--- src/rtl/pipeline_hazard_ctrl_if.sv ---
// Datapath <-> hazard controller signal bundle.
// master: datapath side (drives hazard inputs); slave: controller side (drives strobes/counters).
interface pipeline_hazard_ctrl_if #(
    parameter int unsigned CNT_W = 16
);
    logic [4:0]       id_rn;
    logic [4:0]       id_rm;
    logic             id_uses_rn;
    logic             id_uses_rm;
    logic [4:0]       ex_rd;
    logic             ex_memRead;
    logic             ex_regWrite;
    logic [4:0]       mem_rd;
    logic             mem_regWrite;
    logic             mem_access;
    logic             dm_ready;
    logic             pcsrc;

    logic             pc_en;
    logic             if_id_en;
    logic             id_ex_en;
    logic             ex_mem_en;
    logic             mem_wb_en;
    logic             if_id_flush;
    logic             id_ex_flush;
    logic             ex_mem_flush;
    logic             mem_wb_flush;
    logic             halted;
    logic [CNT_W-1:0] stall_cnt;
    logic [CNT_W-1:0] flush_cnt;

    modport master (
        output id_rn, id_rm, id_uses_rn, id_uses_rm, ex_rd, ex_memRead, ex_regWrite,
               mem_rd, mem_regWrite, mem_access, dm_ready, pcsrc,
        input  pc_en, if_id_en, id_ex_en, ex_mem_en, mem_wb_en,
               if_id_flush, id_ex_flush, ex_mem_flush, mem_wb_flush,
               halted, stall_cnt, flush_cnt
    );

    modport slave (
        input  id_rn, id_rm, id_uses_rn, id_uses_rm, ex_rd, ex_memRead, ex_regWrite,
               mem_rd, mem_regWrite, mem_access, dm_ready, pcsrc,
        output pc_en, if_id_en, id_ex_en, ex_mem_en, mem_wb_en,
               if_id_flush, id_ex_flush, ex_mem_flush, mem_wb_flush,
               halted, stall_cnt, flush_cnt
    );
endinterface

--- src/rtl/pipeline_hazard_ctrl.sv ---
// Stage enable/flush sequencer for the 5-stage pipeline: load-use/RAW stalls, branch flush,
// data-memory waits with watchdog. Define FWD_EN when the datapath has EX forwarding.
module pipeline_hazard_ctrl #(
    parameter int unsigned N           = 64,
    parameter int unsigned CNT_W       = 16,
    parameter int unsigned MEM_TIMEOUT = 255
) (
    input logic                   clk,
    input logic                   reset,
    pipeline_hazard_ctrl_if.slave hz
);

    if (MEM_TIMEOUT < 1 || MEM_TIMEOUT > 65535 || CNT_W < 1 || N < CNT_W) begin : gBadParams
        $error("pipeline_hazard_ctrl: illegal parameter combination");
    end

    typedef enum logic [1:0] {StRun, StMemWait, StHalt} state_e;

    localparam logic [15:0] TimeoutVal = 16'(MEM_TIMEOUT);

    state_e           state;
    logic [15:0]      waitCnt;
    logic [15:0]      nextWait;
    logic             haltedQ;
    logic [CNT_W-1:0] stallCnt;
    logic [CNT_W-1:0] flushCnt;

    logic [4:0] en;     // {pc, ifId, idEx, exMem, memWb}
    logic [3:0] fl;     // {ifId, idEx, exMem, memWb}
    logic       memWait;
    logic       branchTaken;
    logic       hazard;
    logic       exMatch;

    assign exMatch = (hz.ex_rd != 5'd31) &
                     ((hz.id_uses_rn & (hz.id_rn == hz.ex_rd)) |
                      (hz.id_uses_rm & (hz.id_rm == hz.ex_rd)));

`ifdef FWD_EN
    // Forwarding covers everything except a load whose data arrives after EX.
    assign hazard = hz.ex_memRead & exMatch;

    logic unusedNoFwd;
    assign unusedNoFwd = ^{hz.ex_regWrite, hz.mem_rd, hz.mem_regWrite};
`else
    logic memMatch;
    assign memMatch = (hz.mem_rd != 5'd31) &
                      ((hz.id_uses_rn & (hz.id_rn == hz.mem_rd)) |
                       (hz.id_uses_rm & (hz.id_rm == hz.mem_rd)));
    // WB is not checked: the regfile writes before it is read in the same cycle.
    assign hazard = (hz.ex_regWrite & exMatch) | (hz.mem_regWrite & memMatch);

    logic unusedFwd;
    assign unusedFwd = hz.ex_memRead;
`endif

    assign nextWait = waitCnt + 16'd1;

    always_comb begin
        en          = '1;
        fl          = '0;
        memWait     = 1'b0;
        branchTaken = 1'b0;
        if (!reset) begin
            en = '0;
            fl = '1;
        end else begin
            case (state)
                StHalt: begin
                    en = '0;
                end
                default: begin
                    memWait = !hz.dm_ready & (hz.mem_access | (state == StMemWait));
                    if (memWait) begin
                        // MEM_WB still loads, but takes a bubble (flush wins over en).
                        en[4:1] = '0;
                        fl[0]   = 1'b1;
                    end else if (hz.pcsrc) begin
                        branchTaken = 1'b1;
                        fl[3:1]     = '1;
                    end else if (hazard) begin
                        en[4:3] = '0;
                        fl[2]   = 1'b1;
                    end
                end
            endcase
        end
    end

    always_ff @(posedge clk or negedge reset) begin
        if (!reset) begin
            state    <= StRun;
            waitCnt  <= '0;
            haltedQ  <= 1'b0;
            stallCnt <= '0;
            flushCnt <= '0;
        end else if (state != StHalt) begin
            if (memWait) begin
                waitCnt <= nextWait;
                if (nextWait == TimeoutVal) begin
                    state   <= StHalt;
                    haltedQ <= 1'b1;
                end else begin
                    state <= StMemWait;
                end
            end else begin
                state   <= StRun;
                waitCnt <= '0;
            end
            if (!en[4] && stallCnt != '1) begin
                stallCnt <= stallCnt + 1'b1;
            end
            if (branchTaken && flushCnt != '1) begin
                flushCnt <= flushCnt + 1'b1;
            end
        end
    end

    assign hz.pc_en        = en[4];
    assign hz.if_id_en     = en[3];
    assign hz.id_ex_en     = en[2];
    assign hz.ex_mem_en    = en[1];
    assign hz.mem_wb_en    = en[0];
    assign hz.if_id_flush  = fl[3];
    assign hz.id_ex_flush  = fl[2];
    assign hz.ex_mem_flush = fl[1];
    assign hz.mem_wb_flush = fl[0];
    assign hz.halted       = haltedQ;
    assign hz.stall_cnt    = stallCnt;
    assign hz.flush_cnt    = flushCnt;

endmodule

--- src/flat_wrapper.sv ---
// flat-port wrapper written by rule: the top's interface ports become plain ports
module pipeline_hazard_ctrl_flat 
#(
    parameter int unsigned N           = 64,
    parameter int unsigned CNT_W       = 16,
    parameter int unsigned MEM_TIMEOUT = 255
)
  (clk, reset, hz_id_rn, hz_id_rm, hz_id_uses_rn, hz_id_uses_rm, hz_ex_rd, hz_ex_memRead, hz_ex_regWrite, hz_mem_rd, hz_mem_regWrite, hz_mem_access, hz_dm_ready, hz_pcsrc, hz_pc_en, hz_if_id_en, hz_id_ex_en, hz_ex_mem_en, hz_mem_wb_en, hz_if_id_flush, hz_id_ex_flush, hz_ex_mem_flush, hz_mem_wb_flush, hz_halted, hz_stall_cnt, hz_flush_cnt);
  pipeline_hazard_ctrl_if #(.CNT_W(CNT_W)) hz_i ();
  input logic clk;
  input logic reset;
  input wire logic [$bits(hz_i.id_rn)-1:0] hz_id_rn;
  input wire logic [$bits(hz_i.id_rm)-1:0] hz_id_rm;
  input wire logic [$bits(hz_i.id_uses_rn)-1:0] hz_id_uses_rn;
  input wire logic [$bits(hz_i.id_uses_rm)-1:0] hz_id_uses_rm;
  input wire logic [$bits(hz_i.ex_rd)-1:0] hz_ex_rd;
  input wire logic [$bits(hz_i.ex_memRead)-1:0] hz_ex_memRead;
  input wire logic [$bits(hz_i.ex_regWrite)-1:0] hz_ex_regWrite;
  input wire logic [$bits(hz_i.mem_rd)-1:0] hz_mem_rd;
  input wire logic [$bits(hz_i.mem_regWrite)-1:0] hz_mem_regWrite;
  input wire logic [$bits(hz_i.mem_access)-1:0] hz_mem_access;
  input wire logic [$bits(hz_i.dm_ready)-1:0] hz_dm_ready;
  input wire logic [$bits(hz_i.pcsrc)-1:0] hz_pcsrc;
  output wire logic [$bits(hz_i.pc_en)-1:0] hz_pc_en;
  output wire logic [$bits(hz_i.if_id_en)-1:0] hz_if_id_en;
  output wire logic [$bits(hz_i.id_ex_en)-1:0] hz_id_ex_en;
  output wire logic [$bits(hz_i.ex_mem_en)-1:0] hz_ex_mem_en;
  output wire logic [$bits(hz_i.mem_wb_en)-1:0] hz_mem_wb_en;
  output wire logic [$bits(hz_i.if_id_flush)-1:0] hz_if_id_flush;
  output wire logic [$bits(hz_i.id_ex_flush)-1:0] hz_id_ex_flush;
  output wire logic [$bits(hz_i.ex_mem_flush)-1:0] hz_ex_mem_flush;
  output wire logic [$bits(hz_i.mem_wb_flush)-1:0] hz_mem_wb_flush;
  output wire logic [$bits(hz_i.halted)-1:0] hz_halted;
  output wire logic [$bits(hz_i.stall_cnt)-1:0] hz_stall_cnt;
  output wire logic [$bits(hz_i.flush_cnt)-1:0] hz_flush_cnt;
  assign hz_i.id_rn = hz_id_rn;
  assign hz_i.id_rm = hz_id_rm;
  assign hz_i.id_uses_rn = hz_id_uses_rn;
  assign hz_i.id_uses_rm = hz_id_uses_rm;
  assign hz_i.ex_rd = hz_ex_rd;
  assign hz_i.ex_memRead = hz_ex_memRead;
  assign hz_i.ex_regWrite = hz_ex_regWrite;
  assign hz_i.mem_rd = hz_mem_rd;
  assign hz_i.mem_regWrite = hz_mem_regWrite;
  assign hz_i.mem_access = hz_mem_access;
  assign hz_i.dm_ready = hz_dm_ready;
  assign hz_i.pcsrc = hz_pcsrc;
  assign hz_pc_en = hz_i.pc_en;
  assign hz_if_id_en = hz_i.if_id_en;
  assign hz_id_ex_en = hz_i.id_ex_en;
  assign hz_ex_mem_en = hz_i.ex_mem_en;
  assign hz_mem_wb_en = hz_i.mem_wb_en;
  assign hz_if_id_flush = hz_i.if_id_flush;
  assign hz_id_ex_flush = hz_i.id_ex_flush;
  assign hz_ex_mem_flush = hz_i.ex_mem_flush;
  assign hz_mem_wb_flush = hz_i.mem_wb_flush;
  assign hz_halted = hz_i.halted;
  assign hz_stall_cnt = hz_i.stall_cnt;
  assign hz_flush_cnt = hz_i.flush_cnt;
  pipeline_hazard_ctrl #(.N(N), .CNT_W(CNT_W), .MEM_TIMEOUT(MEM_TIMEOUT)) u_core (.clk(clk), .reset(reset), .hz(hz_i));
endmodule
--- config.mk ---
export PLATFORM = sky130hd
export DESIGN_NAME = pipeline_hazard_ctrl_flat
export DESIGN_NICKNAME = d
export VERILOG_FILES = /design/src/rtl/pipeline_hazard_ctrl_if.sv /design/src/rtl/pipeline_hazard_ctrl.sv /design/src/flat_wrapper.sv
export SDC_FILE = /design/constraint.sdc
export NUM_CORES = 1
export LEC_CHECK = 0
export CORE_MARGIN = 2
export CORE_UTILIZATION = 35
export CTS_CLUSTER_DIAMETER = 60
export CTS_CLUSTER_SIZE = 24
export DETAILED_ROUTE_END_ITERATION = 8
export PLACE_DENSITY_LB_ADDON = 0.05
export RECOVER_POWER = 25
export SYNTH_ARGS = -nofsm -noshare
export SYNTH_HDL_FRONTEND = slang
export SYNTH_SLANG_ARGS = --single-unit
--- constraint.sdc ---
create_clock -name clk -period 3.5 [get_ports clk]
set_input_delay 0.7 -clock clk [delete_from_list [all_inputs] [get_ports clk]]
set_output_delay 0.7 -clock clk [all_outputs]
set_load 0.01 [all_outputs]
Yosys cells after proc, flatten, opt, wreduce, memory -nomap -nowiden
Cells that the tools add are included.
- register bits after elaboration: 51
- input port bits: 30
- output and inout bits: 42
- logic and storage cells: 62
- bitwise gates (word level): 13
- equal/unequal tests: 12
- multiplexer cells: 22
- reductions and logical operators: 7
- add/subtract/negate cells: 3
- operators with widths (kind ; count):
    adder 16 x 1 -> 16 bit (second input constant) ; 3
    inequality test 16 bit (second input constant) ; 2
    equality test 5 bit ; 4
    equality test 16 x 8 -> 1 bit (second input constant) ; 1
    two-way mux 16 bit ; 1
    two-way mux 2 bit ; 6
    two-way mux 4 bit ; 3
    two-way mux 1 bit ; 10
    inequality test 5 bit (second input constant) ; 2
    bitwise AND 1 bit ; 9
    two-way mux 5 bit ; 1
    bitwise OR 1 bit ; 4
    AND reduction 2 bit ; 2
    two-way mux 3 bit ; 1
    AND reduction 3 bit ; 1
    equality test 2 x 1 -> 1 bit (second input constant) ; 1
    equality test 2 bit (second input constant) ; 1
    logical AND 1 bit ; 2
    zero test 1 bit ; 2
    inequality test 2 bit (second input constant) ; 1

Depth between registers and ports, before layout
Gate-level depths: netlist (run 1).
- word-level depth: 14
- depth in mapped cells: 9
- mapped depth without buffers: 8

Worst setup path before layout (run 1)
Ideal clock, no wire load.
- path kind: in2out
- from: input hz_mem_rd[2]
- to: output hz_pc_en
- required time: 2800 ps
- slack: 1054 ps
- buffers on the path: 1
- arrival time: 1746 ps
- stages: 6
- path through: nand3_1 -> o21ai_0 -> nor2_1 -> a22o_1 -> nor2_1 -> buf_4
- longest elaborated chain between the ends: 11
- ends and longest elaborated chain (item ; line ; RTL):
    from (decl) ; flat_wrapper.sv:19 ; input wire logic [$bits(hz_i.mem_rd)-1:0] hz_mem_rd;
    equality test 5 bit (on tied branches) ; pipeline_hazard_ctrl.sv:48, pipeline_hazard_ctrl.sv:49 ;
    bitwise AND 1 bit (on tied branches) ; pipeline_hazard_ctrl.sv:48, pipeline_hazard_ctrl.sv:49 ;
    bitwise OR 1 bit ; pipeline_hazard_ctrl.sv:48 ; ((hz.id_uses_rn & (hz.id_rn == hz.mem_rd)) |
    bitwise AND 1 bit (*) ; pipeline_hazard_ctrl.sv:47 ; assign memMatch = (hz.mem_rd != 5'd31) &
    bitwise AND 1 bit (*) ; pipeline_hazard_ctrl.sv:51 ; assign hazard = (hz.ex_regWrite & exMatch) | (hz.mem_regWrite & memMatch);
    bitwise OR 1 bit (*) ; pipeline_hazard_ctrl.sv:51 ;
    two-way mux 2 bit (*) ; pipeline_hazard_ctrl.sv:81 ; end else if (hazard) begin
    two-way mux 2 bit (*) ; pipeline_hazard_ctrl.sv:78 ; end else if (hz.pcsrc) begin
    two-way mux 2 bit (*) ; pipeline_hazard_ctrl.sv:74 ; if (memWait) begin
    two-way mux 4 bit (*) ; pipeline_hazard_ctrl.sv:68 ; case (state)
    two-way mux 5 bit (*) ; pipeline_hazard_ctrl.sv:64 ; if (!reset) begin
    to (decl) ; flat_wrapper.sv:24 ; output wire logic [$bits(hz_i.pc_en)-1:0] hz_pc_en;
Mark *: on every way between the ends. The rest lies on a longest branch, timed or not.

Final worst setup path (run 1)
- from: input hz_mem_rd[0]
- to: output hz_if_id_en
- longest elaborated chain between the ends: 11
- ends and longest elaborated chain (item ; line ; RTL):
    equality test 5 bit (on tied branches) ; pipeline_hazard_ctrl.sv:48, pipeline_hazard_ctrl.sv:49 ;
    bitwise AND 1 bit (on tied branches) ; pipeline_hazard_ctrl.sv:48, pipeline_hazard_ctrl.sv:49 ;
    bitwise OR 1 bit ; pipeline_hazard_ctrl.sv:48 ;
    bitwise AND 1 bit (*) ; pipeline_hazard_ctrl.sv:47 ;
    bitwise AND 1 bit (*) ; pipeline_hazard_ctrl.sv:51 ;
    bitwise OR 1 bit (*) ; pipeline_hazard_ctrl.sv:51 ;
    two-way mux 2 bit (*) ; pipeline_hazard_ctrl.sv:81 ;
    two-way mux 2 bit (*) ; pipeline_hazard_ctrl.sv:78 ;
    two-way mux 2 bit (*) ; pipeline_hazard_ctrl.sv:74 ;
    two-way mux 4 bit (*) ; pipeline_hazard_ctrl.sv:68 ;
    two-way mux 5 bit (*) ; pipeline_hazard_ctrl.sv:64 ;
    to (decl) ; flat_wrapper.sv:25 ; output wire logic [$bits(hz_i.if_id_en)-1:0] hz_if_id_en;
Marks and branches as above.

==> qor.csv, run 1 <==
stage,metric,value,unit
outcome,outcome,"complete, no violations",
pwr,Clock power frac,0.250,
logic_synthesis,combinational family with the most area after synthesis,simple AND/OR/NAND/NOR gates,
cts,TritonCTS buffer count,5,
floorplanning,Die H,99.6,um
worst_setup_path,r2r startpoint,u_core.hz.stall_cnt[0],
min_path,hold path cells,1,
floorplanning,Ports,72,
min_path,hold crit path type,flip-flop to flip-flop,
layout,area grow syn2layout,32.2,%
cts,TritonCTS clock tree,done,
logic_synthesis,Compound-Gate Fraction of Synth Area,0.176,
timing,period utilisation layout,0.957,
grt,gr ovfl total,0,
pwr,Reg power frac,0.453,
worst_setup_path,Reg-to-Reg End,u_core.hz.stall_cnt[13],
timing,min cycle time layout,3.35,ns
cts,Longest Clk Path Bufs,2,
pwr,Max IR drop VDD,0.251,mV
pwr,Pleak,1.76,nW
worst_setup_path,Reg2Reg Depth,7,
detailed_routing,DRC viols,0,
timing,Setup WS post-layout,0.152,ns
logic_synthesis,Adder-Cell Fraction of Synth Area,0.0188,
layout,final core utilization,0.480,
logic_synthesis,"Seq/Total Area, Yosys",0.399,
logic_synthesis,share of the synthesized area in the top cell type,0.399,
place,Cells after DPL,535,
layout,final net count,468,
place,"worst slack, placed",-0.0644,ns
floorplanning,Starting Density,0.363,
detailed_routing,antenna-violating nets left,0,
cts,clk_lat worst skew,0.31,ns
logic_synthesis,post-synthesis async set-or-reset flop share,1.00,
place,Placer Congestion,0.809,
floorplanning,die area,9920,um2
logic_synthesis,most common cell in the synthesized netlist,dfrtp_1,
pwr,Sw Ratio,0.313,
grt,first-pass GRT wire length,13900,um
logic_synthesis,XOR/XNOR Fraction of Synth Area,0.118,
pwr,Pwr Density,396,nW/um2
worst_setup_path,Crit Path Class,input pin to primary output,
cts,Clock Root Buffer,clkbuf_8,
worst_setup_path,Worst EP required,2.80,ns
timing,final hold vios,0,
logic_synthesis,Mapped Nets,385,
detailed_routing,"wirelength, routed",8120,um
pwr,NetSw,0.525,mW
logic_synthesis,post-synthesis cell area,3200,um2
worst_setup_path,Startpoint Class,input pin,
logic_synthesis,Synth area leaders,"dfrtp_1 (40%), xnor2_1 (8.5%), nand2_1 (4.2%), o21ai_0 (4.1%), nor2_1 (3.5%)",
cts,htree depth,2,
logic_synthesis,multiplexer share of the synthesized area,0.0106,
detailed_routing,routed len/inst,15.0,um
floorplanning,Core ar.,8810,um2
timing,Final Setup Violations,0,
place,quantity of I/O buffers inserted on ports,70,
logic_synthesis,number of flops mapped to enable cells by yosys,0,
place,Area after DPL,4100,um2
worst_setup_path,crit path DAT,2.65,ns
detailed_routing,drt first pass iters,4,
worst_setup_path,CP max FO,4,
layout,Finished Layout Cells,543,
logic_synthesis,Synth Flop Type,dfrtp_1,
logic_synthesis,simple-gate portion of the synthesized area,0.239,
logic_synthesis,post-synth top area cell,dfrtp_1,
cts,CTS clock-pin slew for the worst setup and hold paths,0.10,ns
logic_synthesis,Synth Register Bits,51,
logic_synthesis,Syn Inst Count,351,
layout,Final Cell Area,4230,um2
job,maxcap violations,0,
grt,initial antenna violation count,0,
timing,RSZ-0062 raised after global routing,false,
timing,Max Clock Freq,0.299,GHz
pwr,Internal Pwr Total,1.15,mW
logic_synthesis,"Avg Cell Area, Syn",9.11,um2
grt,maximum number of pins on one net before global-route repair,40,
layout,Fillers,848,
logic_synthesis,Synth top cells by count,"dfrtp_1 (51), nand2_1 (36), xnor2_1 (31)",
layout,fraction of final layout cells sized beyond drive strength 1,0.101,
grt,gr usage total,0.171,
logic_synthesis,Syn. warnings,0,
timing,Rel. slew slack,0.285,
worst_setup_path,Setup crit end kind,primary output,
worst_setup_path,crit path to,hz_if_id_en,
timing,Worst-Margin Slew,1.07,ns
timing,max-slew violations,0,
pwr,combinational fraction of design power,0.297,
layout,antenna cells,0,
place,post-DP HPWL,6020,um
detailed_routing,vias post-DR,2854,
floorplanning,num rows,34,
worst_setup_path,"setup slack, reg-to-reg",1.11,ns
logic_synthesis,Unique masters post-synth,60,
floorplanning,Die X,99.6,um
detailed_routing,Vias/cell,5.26,
worst_setup_path,worst setup path startpoint,hz_mem_rd[0],
timing,Fin Hold WS,0.496,ns
cts,Sink Count,51,
cts,post-CTS setup buffers,0,
detailed_routing,1st-iter DRT viols,73,
grt,vias in the first global route,2850,
timing,Layout Skew,0.0101,ns
## timing repair
action	4_1_cts	5_1_grt
gates resized for setup	2	3
pin swaps	0	1
hold endpoints to repair	0	0
endpoints found under the setup margin	3	3
hold buffers	0	0
## power groups by stage
stage	Sequential (mW)	Clock (mW)	Combinational [mW]
3_3_place_gp	0.773	0	0.498
4_1_cts	0.761	0.440	0.508
6_report	0.759	0.419	0.498
5_1_grt	0.780	0.460	0.557
2_1_floorplan	0.785	0	0.201
3_5_place_dp	0.771	0	0.505
## area by class of cell
class,count,area [um2],share of cell area
Clock buffer,5,68.8,0.0163
Sequential cell,51,1280,0.302
Clock inverter,3,43.8,0.0104
Tap cell,108,135,0.0319
Timing Repair Buffer,88,826,0.195
Multi-Input combinational cell,272,1820,0.430
Inverter,16,60.1,0.0142
## critical path: stages
cell	delay (ns)
clkdlybuf4s50_1	0.50
nand3_1	0.09
o21ai_0	0.26
nor2_1	0.09
a22o_1	0.28
nor2_4	0.16
clkdlybuf4s50_1	0.56
## layout by cell type, fill, tap and decap left out, drive strengths merged, types with 12 or more instances in the layout
cell type      count
nor2              31
inv               16
nand4             13
dfrtp             51
nand2             37
o21ai             27
buf               16
nand3             22
xor2              12
xnor2             31
clkdlybuf4s50     68
## kinds of logic after synthesis
logic type | after synthesis
xor gates and xnor gates | 43
adders and majority gates | 5
and+or+nand+nor | 140
AOI/OAI and AO/OA | 81
DFF | 51
buffers and inverters | 28
muxes | 3
## state kept, by name (all words and copies together), names as in the netlist
signal and count:
u_core.hz.flush_cnt 16, u_core.waitCnt 16, u_core.hz.halted 1, u_core.hz.stall_cnt 16
u_core.state 2
## how the worst min path moves through the flow
stage                            startpoint                      end  slack [ns]
floorplan                             reset   u_core.hz.flush_cnt[0]        0.40
global placement           u_core.hz.halted         u_core.hz.halted        0.48
detailed placement         u_core.hz.halted         u_core.hz.halted        0.49
CTS                                   reset  u_core.hz.flush_cnt[14]        0.40
global route        u_core.hz.flush_cnt[13]  u_core.hz.flush_cnt[13]        0.52
finish                     u_core.hz.halted         u_core.hz.halted        0.50
## stage by stage
step                      setup TNS (ns)  power [mW]
after floorplan                        0       0.985
after CTS                              0        1.71
after detailed placement          -0.127        1.28
after global routing                   0        1.80
after global placement            -0.190        1.27
final                                  0        1.68
## layer usage
metal  global-route usage  wire (um)  vias up
li1                     -          -     1428
met1                0.235       4020     1360
met2                0.270       3630       64
met3               0.0443        429        2
met4               0.0411         44        0
met5                    0          0        -
Note: power is estimated with default switching activity, not from simulation.
==> run 2: changes to the inputs <==
Settings changed: SETUP_SLACK_MARGIN set to 0.02.
==> run 2 against run 1 <==
  * Flip-flop and latch count unchanged
  * Core utilization decreased by 0.11 points
  * Count of clock-buffer cells in the layout did not move
  * Critical path type unchanged
  * Critical endpoint is now hz_pc_en
==> qor.csv, run 2 (same netlist as run 1, synthesis figures left out) <==
stage,metric,value,unit,change
outcome,outcome,"complete, no violations",,
timing,RSZ-0062 raised after global routing,false,,
worst_setup_path,CP bufs+invs,2,,unchanged
worst_setup_path,Worst EP required,2.80,ns,about the same
worst_setup_path,Crit Path Class,input pin to primary output,,
floorplanning,Core ar.,8810,um2,unchanged
worst_setup_path,r2r startpoint,u_core.hz.stall_cnt[0],,
worst_setup_path,crit path cell chain,"clkdlybuf4s50_1, nand3_1, o21ai_0, nor2_1, a22o_1, nor2_4, clkdlybuf4s50_1",,
grt,initial antenna violation count,0,,unchanged
timing,Fin Hold WS,0.496,ns,unchanged
layout,final core utilization,0.479,,-0.00114
layout,final net count,468,,unchanged
layout,Fillers,849,,+0.12%
cts,CTS clock-pin slew for the worst setup and hold paths,0.10,ns,about the same
detailed_routing,routed len/inst,15.0,um,about the same
cts,TritonCTS clock tree,done,,
worst_setup_path,"Slowest-stage cell, CP",clkdlybuf4s50_1,,
pwr,Pleak,1.75,nW,-0.35%
layout,antenna cells,0,,unchanged
min_path,Min-Delay Startpoint,u_core.hz.halted,,
place,Cells after DPL,535,,unchanged
timing,Worst-Margin Slew,1.07,ns,+0.00209 ns
pwr,Pwr Total,1.68,mW,about the same
cts,Clock Root Buffer,clkbuf_8,,
detailed_routing,1st-iter DRT viols,69,,-5.5%
floorplanning,Ports,72,,unchanged
grt,gr ovfl total,0,,unchanged
detailed_routing,antenna-violating nets left,0,,unchanged
worst_setup_path,Setup crit end kind,primary output,,
worst_setup_path,"delay-heaviest family, CP",buffers and inverters,,
detailed_routing,"wirelength, routed",8130,um,about the same
layout,Finished Layout Cells,543,,unchanged
timing,Final Setup Violations,0,,unchanged
cts,Hold Buf Count CTS,0,,unchanged
timing,Rel. slew slack,0.284,,-0.00139
timing,Max Clock Freq,0.299,GHz,about the same
place,post-DP HPWL,6020,um,unchanged
cts,htree depth,2,,unchanged
layout,fraction of final layout cells sized beyond drive strength 1,0.0989,,-0.00230
timing,final hold vios,0,,unchanged
cts,Longest Clk Path Bufs,2,,unchanged
grt,vias in the first global route,2850,,unchanged
detailed_routing,Vias/cell,5.26,,about the same
detailed_routing,vias post-DR,2856,,+0.070%
worst_setup_path,CP max FO,4,,unchanged
timing,Fin Setup TNS,0,ns,unchanged
grt,first-pass GRT wire length,13900,um,unchanged
detailed_routing,drt first pass iters,4,,unchanged
layout,area grow syn2layout,31.9,%,
grt,gr usage total,0.171,,unchanged
cts,TritonCTS buffer count,5,,unchanged
cts,Sink Count,51,,unchanged
floorplanning,Die H,99.6,um,unchanged
job,maxcap violations,0,,unchanged
worst_setup_path,worst setup path startpoint,hz_mem_rd[0],,
floorplanning,die area,9920,um2,unchanged
cts,post-CTS setup buffers,0,,unchanged
detailed_routing,DRC viols,0,,unchanged
floorplanning,num rows,34,,unchanged
timing,Setup WS post-layout,0.154,ns,+0.00223 ns
worst_setup_path,crit path DAT,2.65,ns,about the same
pwr,Pwr Density,397,nW/um2,+0.19%
timing,Layout Skew,0.0101,ns,-0.0000168 ns
place,Placer Congestion,0.809,,unchanged
grt,maximum number of pins on one net before global-route repair,40,,unchanged
worst_setup_path,Crit path top cell by count,clkdlybuf4s50_1,,
timing,min cycle time layout,3.35,ns,-0.00223 ns
floorplanning,Die X,99.6,um,unchanged
min_path,hold crit path type,flip-flop to flip-flop,,
worst_setup_path,Startpoint Class,input pin,,
layout,"commonest non-fill, non-tap cell in the layout",clkdlybuf4s50_1,,
floorplanning,Starting Density,0.363,,unchanged
place,"worst slack, placed",-0.0644,ns,unchanged
cts,clk_lat worst skew,0.31,ns,about the same
worst_setup_path,CP max stage delay,0.56,ns,about the same
place,quantity of I/O buffers inserted on ports,70,,unchanged
layout,"commonest cells after routing, fill and taps aside","clkdlybuf4s50_1 (68), dfrtp_1 (51), nand2_1 (36)",,
timing,period utilisation layout,0.956,,about the same
pwr,Max IR drop VDD,0.251,mV,unchanged
timing,max-slew violations,0,,unchanged
place,Area after DPL,4100,um2,unchanged
layout,Final Cell Area,4220,um2,-0.24%
-- run 2: path summary, 6_finish.rpt --
path / end / slack, ns / depth (start not counted)
setup / recovery: hz_pc_en / 0.15 / 7
hold / removal: u_core.hz.halted / 0.50 / 1
setup reg to reg: u_core.hz.stall_cnt[13] / 1.11 / 7
hold reg to reg: u_core.hz.halted / 0.50 / 1
max in group asynchronous: u_core.waitCnt[3] / 1.24 / 3
min in group asynchronous: u_core.hz.flush_cnt[15] / 0.74 / 2
-- run 2: power by group --
group | total, mW | internal, mW | switching, mW
Combinational | 0.497 | 0.274 | 0.223
Clock | 0.419 | 0.213 | 0.206
Sequential | 0.760 | 0.664 | 0.0960
Total | 1.68 | 1.15 | 0.525
-- run 2: repair_timing --
action	4_1_cts	5_1_grt
resized for setup	3	1
gates cloned	0	0
pin swaps	0	0
setup endpoints to repair	3	2
-- run 2: routing by layer --
metal / part of all wire / GRT usage
met1: 0.49 / 0.235
met2: 0.45 / 0.270
met3: 0.053 / 0.0443
met4: 0.0054 / 0.0411
met5: 0 / 0
-- run 2: final cells by class --
type / instances / area (um2) / area share
Inverter: 16 / 60.1 / 0.0142
Clock inverter: 3 / 43.8 / 0.0104
Sequential cell: 51 / 1280 / 0.302
Clock buffer: 5 / 68.8 / 0.0163
Timing Repair Buffer: 88 / 822 / 0.195
Multi-Input combinational cell: 272 / 1810 / 0.430
Tap cell: 108 / 135 / 0.0320
